`config.mk`:
```
export PLATFORM = sky130hd
export DESIGN_NAME = difftest_commit_serializer
export DESIGN_NICKNAME = d
export VERILOG_FILES = /design/src/rtl/difftest_commit_serializer.sv
export SDC_FILE = /design/constraint.sdc
export NUM_CORES = 2
export LEC_CHECK = 0
export BUFFER_PORTS_ARGS = -buffer_cell sky130_fd_sc_hd__buf_2
export CORE_MARGIN = 5
export CORE_UTILIZATION = 41
export CTS_BUF_LIST = sky130_fd_sc_hd__clkbuf_8 sky130_fd_sc_hd__clkbuf_16
export DETAILED_ROUTE_END_ITERATION = 10
export PLACE_DENSITY = 0.58
export SLEW_MARGIN = 20
export SYNTH_ARGS = -nofsm -noshare
export SYNTH_HDL_FRONTEND = slang
export SYNTH_SLANG_ARGS = --single-unit
```
`constraint.sdc`:
```
create_clock -name clk -period 15.5 [get_ports clk]
set_input_delay 1.55 -clock clk [delete_from_list [all_inputs] [get_ports clk]]
set_output_delay 1.55 -clock clk [all_outputs]
set_load 0.02 [all_outputs]
```
`src/rtl/difftest_commit_serializer.sv`:
```
// difftest_commit_serializer
// Compacts the per-lane commit stream into a circular FIFO and drains one
// retirement per cycle over a valid/ready trace port. Each entry carries a
// sequence number. The commit stage never stalls. When there is not room for
// a whole cycle's packet, the packet is dropped and the drop is recorded in
// sticky status.
//
// Handshake: out_valid is high while the FIFO holds an entry, and out_* shows
// the head entry. A transfer happens on a rising edge where out_valid &&
// out_ready. While out_valid && !out_ready, the out_* fields stay stable.
module difftest_commit_serializer #(
  parameter int CONFIG_DW             = 32,
  parameter int CONFIG_P_COMMIT_WIDTH = 1,
  parameter int CONFIG_P_FIFO_DEPTH   = 3,
  parameter int PC_W                  = 30,
  parameter int INSN_DW               = 32,
  parameter int LRF_AW                = 5
) (
  input  logic                                            clk,
  input  logic                                            rst_n,
  input  logic                                            trace_clr,
  input  logic [(1<<CONFIG_P_COMMIT_WIDTH)-1:0]           cmt_valid,
  input  logic [PC_W*(1<<CONFIG_P_COMMIT_WIDTH)-1:0]      cmt_pc,
  input  logic [INSN_DW*(1<<CONFIG_P_COMMIT_WIDTH)-1:0]   cmt_insn,
  input  logic [(1<<CONFIG_P_COMMIT_WIDTH)-1:0]           cmt_wen,
  input  logic [LRF_AW*(1<<CONFIG_P_COMMIT_WIDTH)-1:0]    cmt_wnum,
  input  logic [CONFIG_DW*(1<<CONFIG_P_COMMIT_WIDTH)-1:0] cmt_wdata,
  input  logic [(1<<CONFIG_P_COMMIT_WIDTH)-1:0]           cmt_excp,
  input  logic [32*(1<<CONFIG_P_COMMIT_WIDTH)-1:0]        cmt_excp_vect,
  output logic                                            out_valid,
  input  logic                                            out_ready,
  output logic [PC_W-1:0]                                 out_pc,
  output logic [INSN_DW-1:0]                              out_insn,
  output logic                                            out_wen,
  output logic [LRF_AW-1:0]                               out_wnum,
  output logic [CONFIG_DW-1:0]                            out_wdata,
  output logic                                            out_excp,
  output logic [31:0]                                     out_excp_vect,
  output logic [31:0]                                     out_seq,
  output logic                                            overflow,
  output logic [15:0]                                     drop_cnt
);

  localparam int CW    = 1 << CONFIG_P_COMMIT_WIDTH;
  localparam int AW    = CONFIG_P_FIFO_DEPTH;
  localparam int DEPTH = 1 << AW;
  localparam int CNT_W = AW + 1;

  typedef struct packed {
    logic [PC_W-1:0]      pc;
    logic [INSN_DW-1:0]   insn;
    logic                 wen;
    logic [LRF_AW-1:0]    wnum;
    logic [CONFIG_DW-1:0] wdata;
    logic                 excp;
    logic [31:0]          excp_vect;
    logic [31:0]          seq;
  } entry_t;

  entry_t mem [DEPTH];

  logic [AW-1:0]    wptr;
  logic [AW-1:0]    rptr;
  logic [CNT_W-1:0] count;
  logic [31:0]      seq_cnt;

  logic [CNT_W-1:0] lane_off [CW];
  logic [AW-1:0]    wr_idx   [CW];
  entry_t           lane_ent [CW];
  logic [CNT_W-1:0] n;
  logic [CNT_W-1:0] n_acc;
  logic [CNT_W-1:0] space;
  logic             accept;
  logic             drop;
  logic             pop;
  logic [16:0]      drop_sum;
  entry_t           head;

  // Give each valid lane its compacted slot (a prefix popcount) and build its entry
  always_comb begin
    n = '0;
    for (int i = 0; i < CW; i++) begin
      lane_off[i] = n;
      n           = n + CNT_W'(cmt_valid[i]);
      wr_idx[i]   = wptr + AW'(lane_off[i]);
      lane_ent[i].pc        = cmt_pc[i*PC_W +: PC_W];
      lane_ent[i].insn      = cmt_insn[i*INSN_DW +: INSN_DW];
      lane_ent[i].wen       = cmt_wen[i];
      lane_ent[i].wnum      = cmt_wnum[i*LRF_AW +: LRF_AW];
      lane_ent[i].wdata     = cmt_wdata[i*CONFIG_DW +: CONFIG_DW];
      lane_ent[i].excp      = cmt_excp[i];
      lane_ent[i].excp_vect = cmt_excp_vect[i*32 +: 32];
      lane_ent[i].seq       = seq_cnt + 32'(lane_off[i]);
    end
  end

  // Admission is all-or-nothing and uses pre-pop occupancy, so a pop in the same cycle never makes room
  always_comb begin
    space    = CNT_W'(DEPTH) - count;
    accept   = (n != '0) && (space >= n);
    drop     = (n != '0) && !accept;
    n_acc    = accept ? n : '0;
    pop      = out_valid && out_ready;
    drop_sum = {1'b0, drop_cnt} + 17'(n);
  end

  // Pointers, occupancy, sequence counter and sticky drop status; trace_clr takes priority over push and pop
  always_ff @(posedge clk or negedge rst_n) begin
    if (!rst_n) begin
      wptr     <= '0;
      rptr     <= '0;
      count    <= '0;
      seq_cnt  <= '0;
      overflow <= 1'b0;
      drop_cnt <= '0;
    end else if (trace_clr) begin
      wptr     <= '0;
      rptr     <= '0;
      count    <= '0;
      seq_cnt  <= '0;
      overflow <= 1'b0;
      drop_cnt <= '0;
    end else begin
      wptr    <= wptr + AW'(n_acc);
      if (pop) rptr <= rptr + 1'b1;
      count   <= count + n_acc - CNT_W'(pop);
      // The sequence counter also advances on a drop, which leaves a visible gap downstream
      seq_cnt <= seq_cnt + 32'(n);
      if (drop) begin
        overflow <= 1'b1;
        drop_cnt <= drop_sum[16] ? 16'hFFFF : drop_sum[15:0];
      end
    end
  end

  // Entry storage; it is not reset, because occupancy alone decides what is valid
  always_ff @(posedge clk) begin
    if (!trace_clr && accept) begin
      for (int i = 0; i < CW; i++) begin
        if (cmt_valid[i]) mem[wr_idx[i]] <= lane_ent[i];
      end
    end
  end

  assign head          = mem[rptr];
  assign out_valid     = (count != '0);
  assign out_pc        = head.pc;
  assign out_insn      = head.insn;
  assign out_wen       = head.wen;
  assign out_wnum      = head.wnum;
  assign out_wdata     = head.wdata;
  assign out_excp      = head.excp;
  assign out_excp_vect = head.excp_vect;
  assign out_seq       = head.seq;

endmodule

```
==> reports/qor_table.md <==
| Result | Reported |
|:---|:---|
| Power per unit of standard cell area | 142 nW/µm² |
| Share of the yosys chip area belonging to registers | 0.579 |
| Layout filler cell count | 15,600 |
| Largest delay share family, worst path | buffers and inverters |
| Die Width | 426 µm |
| Antenna violations before repair | 67 |
| Clock tree from TritonCTS | built |
| Max Fanout on Critical Path | 56 |
| Peak supply drop | 0.141 mV |
| Initial standard-cell utilization of the core | 0.413 |
| Seq. cell area | 41,100 µm² |
| Leading area contributor after synthesis | edfxtp_1 |
| Number of nets at the end of the flow | 6,966 |
| Cell type of the slowest stage on the worst timing path | dfrtp_4 |
| Remaining routing DRC violations | 0 |
| Number of gates given a new drive strength after cts | 0 |
| Via count | 49,800 |
| Average via count per standard cell | 5.45 |
| Most common cell after layout, fill and taps aside | nand2_1 |
| Share of cells above drive strength 1 | 0.188 |
| Top flip-flop cell by instance count after synthesis | edfxtp_1 |
| Slew at the pin with the worst max-slew slack | 1.23 ns |
| Total grt overflow | 0 |
| Max capacitance violation total | 0 |
| Setup Crit Path Kind | register to output port |
| Leakage Power | 31.6 nW |
| Clock buffers created by TritonCTS | 156 |
| Number of input and output port buffers inserted | 454 |
| Endpoint class of the critical path | output port |
| Fmax | 145 MHz |
| Number of warnings issued by yosys | 0 |
| Insertion delay to the later sink of the worst-skew pair | 0.81 ns |
| Final critical-path share of the clock period | 0.445 |
| Cell occurring most often along the worst timing path | buf_4 |
| Full die area | 182,000 µm² |
| Total area of multi-input combinational cells | 27,000 µm² |
| Drt pass-1 iters | 6 |
| Count of different cell masters after synthesis | 50 |
| Worst-case clock skew | 0.0231 ns |
| CP Data Required Time | 13.95 ns |
| Number of endpoints with negative hold slack in the final report | 0 |
| RSZ-0062 raised after global routing | false |
| Result of the run | finished clean |
| Post-layout utilization of the core | 0.460 |
| Setup Fix Bufs, Post-CTS | 0 |
| Site row count | 152 |
| Most area-consuming cells after synthesis | edfxtp_1, nand2_1, mux4_2 |
| Vias in the first global route | 49,600 |
| Clk pin slew, worst setup/hold paths | 0.06 ns |
| Slowest Stage Delay on Critical Path | 1.00 ns |
| Global routing usage summed across all routing layers | 0.251 |
| Critical path launch point type | register |
| Startpoint of the tightest hold check path | drop_cnt[9]$_DFFE_PN0P_ |
| Setup TNS | 0 ns |
| Cell area after technology mapping | 71,000 µm² |
| Minimum period implied by the final worst setup slack | 6.89 ns |
| Core area | 172,000 µm² |
| Post-synth ARST share | 0.0428 |
| Placer Congestion | 0.806 |
| Synthesized area per cell | 10.7 µm² |
| Crit path launch | rptr[1]$_DFFE_PN0P_ |
| Number of H-tree branching levels | 4 |
| HPWL after detailed placement | 125,000 µm |
| Violation count after the first detailed-routing iteration | 5,376 |
| Number of top-level pins | 455 |
| Hold Buf Count CTS | 0 |
| Instance count of the mapped netlist | 6,644 |
| Beginning of the worst register-to-register path | count[0]$_DFF_PN0_ |
| Data arrival time of the critical path | 5.34 ns |
| Number of endpoints failing setup at the final stage | 0 |
| Net count after synthesis | 6,941 |
| Wire length of the first global-routing pass | 337,000 µm |
| Worst path buffer plus inverter count | 4 |
| Register bit total from synthesis | 1,379 |
| Clock Tree Root | clkbuf_16 |
| Largest net degree at the start of global routing | 131 |
| Area added between synthesis and finish | 11.3% |
| Max Buffers Root-to-Sink | 3 |
| Max Slew Vio Count | 0 |
| Die Y-Extent | 426 µm |
| HP Class | register to register |
| Relative slew margins | 0.179 |
| Routed len/inst | 25.2 µm |
| Series of cell instances along the critical path | buf_4 > buf_4 > buf_4 > mux4_2 > mux2_2 > buf_2 |
| Post-synth top area share | 0.558 |
| Count of antenna-violating nets left after detailed routing | 0 |
| Routed wire length | 230,000 µm |
| Number of synthesized flops with an enable pin | 1,320 |
| Commonest cells after routing, fill and taps aside | nand2_1, edfxtp_1, buf_2, mux4_2, nor2_1 |
| Clk sink count | 1,379 |
logic make-up (layout without fill, tap and decap cells):
group,Yosys count,after routing,synth area share
AND/OR/NAND/NOR,3694,3694,0.200
adder cells (fa/ha/maj),25,25,0.00483
flip-flops,1379,1379,0.579
multiplexers,497,497,0.131
XOR/XNOR,278,278,0.0344
buffers and inverters,699,844,0.0432
AO/OA/AOI/OAI,72,72,0.00772
other,0,37,0
cell usage after synthesis (9+ instances only):
library cell  instances
buf_2                58
nor2_1              217
dfrtp_1              59
edfxtp_1           1320
nand4_1              24
nor3_1               14
and2_1                9
buf_4                80
xor2_1              173
xnor2_1             104
buf_1               153
nand2_1            3359
ha_1                 21
mux4_2              330
clkbuf_2             56
inv_1                21
clkbuf_1            331
a21oi_1              16
nand3_1              15
a211oi_2              9
mux2_2              165
power by group:
part | leakage [nW] | internal (mW) | total [mW] | switching [mW]
Sequential | 13.0 | 4.51 | 4.63 | 0.118
Combinational | 16.2 | 1.17 | 3.12 | 1.96
Clock | 2.45 | 1.93 | 3.49 | 1.56
Total | 31.6 | 7.61 | 11.2 | 3.63
per-stage QoR:
step           setup WS [ns]  std cells  hold WS (ns)  area, µm²  total power [mW]
5_1_grt                 8.41       9120         0.614      79000              11.7
4_1_cts                 8.48       9096         0.590      78800              11.3
6_report                8.61       9136         0.580      79000              11.2
2_1_floorplan         0.0977       6644         0.597      71000              6.87
3_5_place_dp            8.83       8818         0.580      74100              7.86
3_3_place_gp            8.89       8817         0.577      74100              7.83
sequential cells by signal (all words and copies together), names as in the netlist:
name / cells
rptr: 3
wptr: 3
seq_cnt: 32
mem: 1320
overflow: 1
count: 4
drop_cnt: 16
worst paths after layout:
path                                            to  slack (ns)  cells after the start
min                        drop_cnt[9]$_DFFE_PN0P_        0.58                      2
max                                  out_wdata[30]        8.61                      6
max reg2reg                   mem[4][98]$_DFFE_PP_       10.47                      9
min in group asynchronous      rptr[1]$_DFFE_PN0P_        0.86                      1
max in group asynchronous      rptr[0]$_DFFE_PN0P_       14.02                      1
min reg2reg                drop_cnt[9]$_DFFE_PN0P_        0.58                      2
worst register-to-register path, stage by stage, from the launching register on:
cell and delay, ns:
dfrtp_1 0.38, inv_1 0.08, ha_1 0.33, ha_1 0.36, a211oi_4 0.08, nand2_1 0.12, nand4_1 0.42, o21ai_4 0.93
buf_4 0.87, buf_4 0.97
final cells by class:
class                           count  share of cell area
Sequential cell                  1379               0.520
Multi-Input combinational cell   4566               0.342
Clock buffer                      158              0.0500
Timing Repair Buffer              545              0.0395
Tap cell                         2310              0.0366
Clock inverter                    120             0.00958
Antenna cell                       37             0.00117
Inverter                           21            0.000998
metal layers:
metal  vias to the layer above  part of all wire  wire length (µm)  track usage
li1                      22300                 -                 -            -
met1                     24700              0.39             90000        0.326
met2                      2360              0.49            113000        0.425
met3                       469             0.080             18500       0.0402
met4                        12             0.036              8380       0.0942
met5                         -           0.00034                79            0
(Power assumes the default switching activity.)
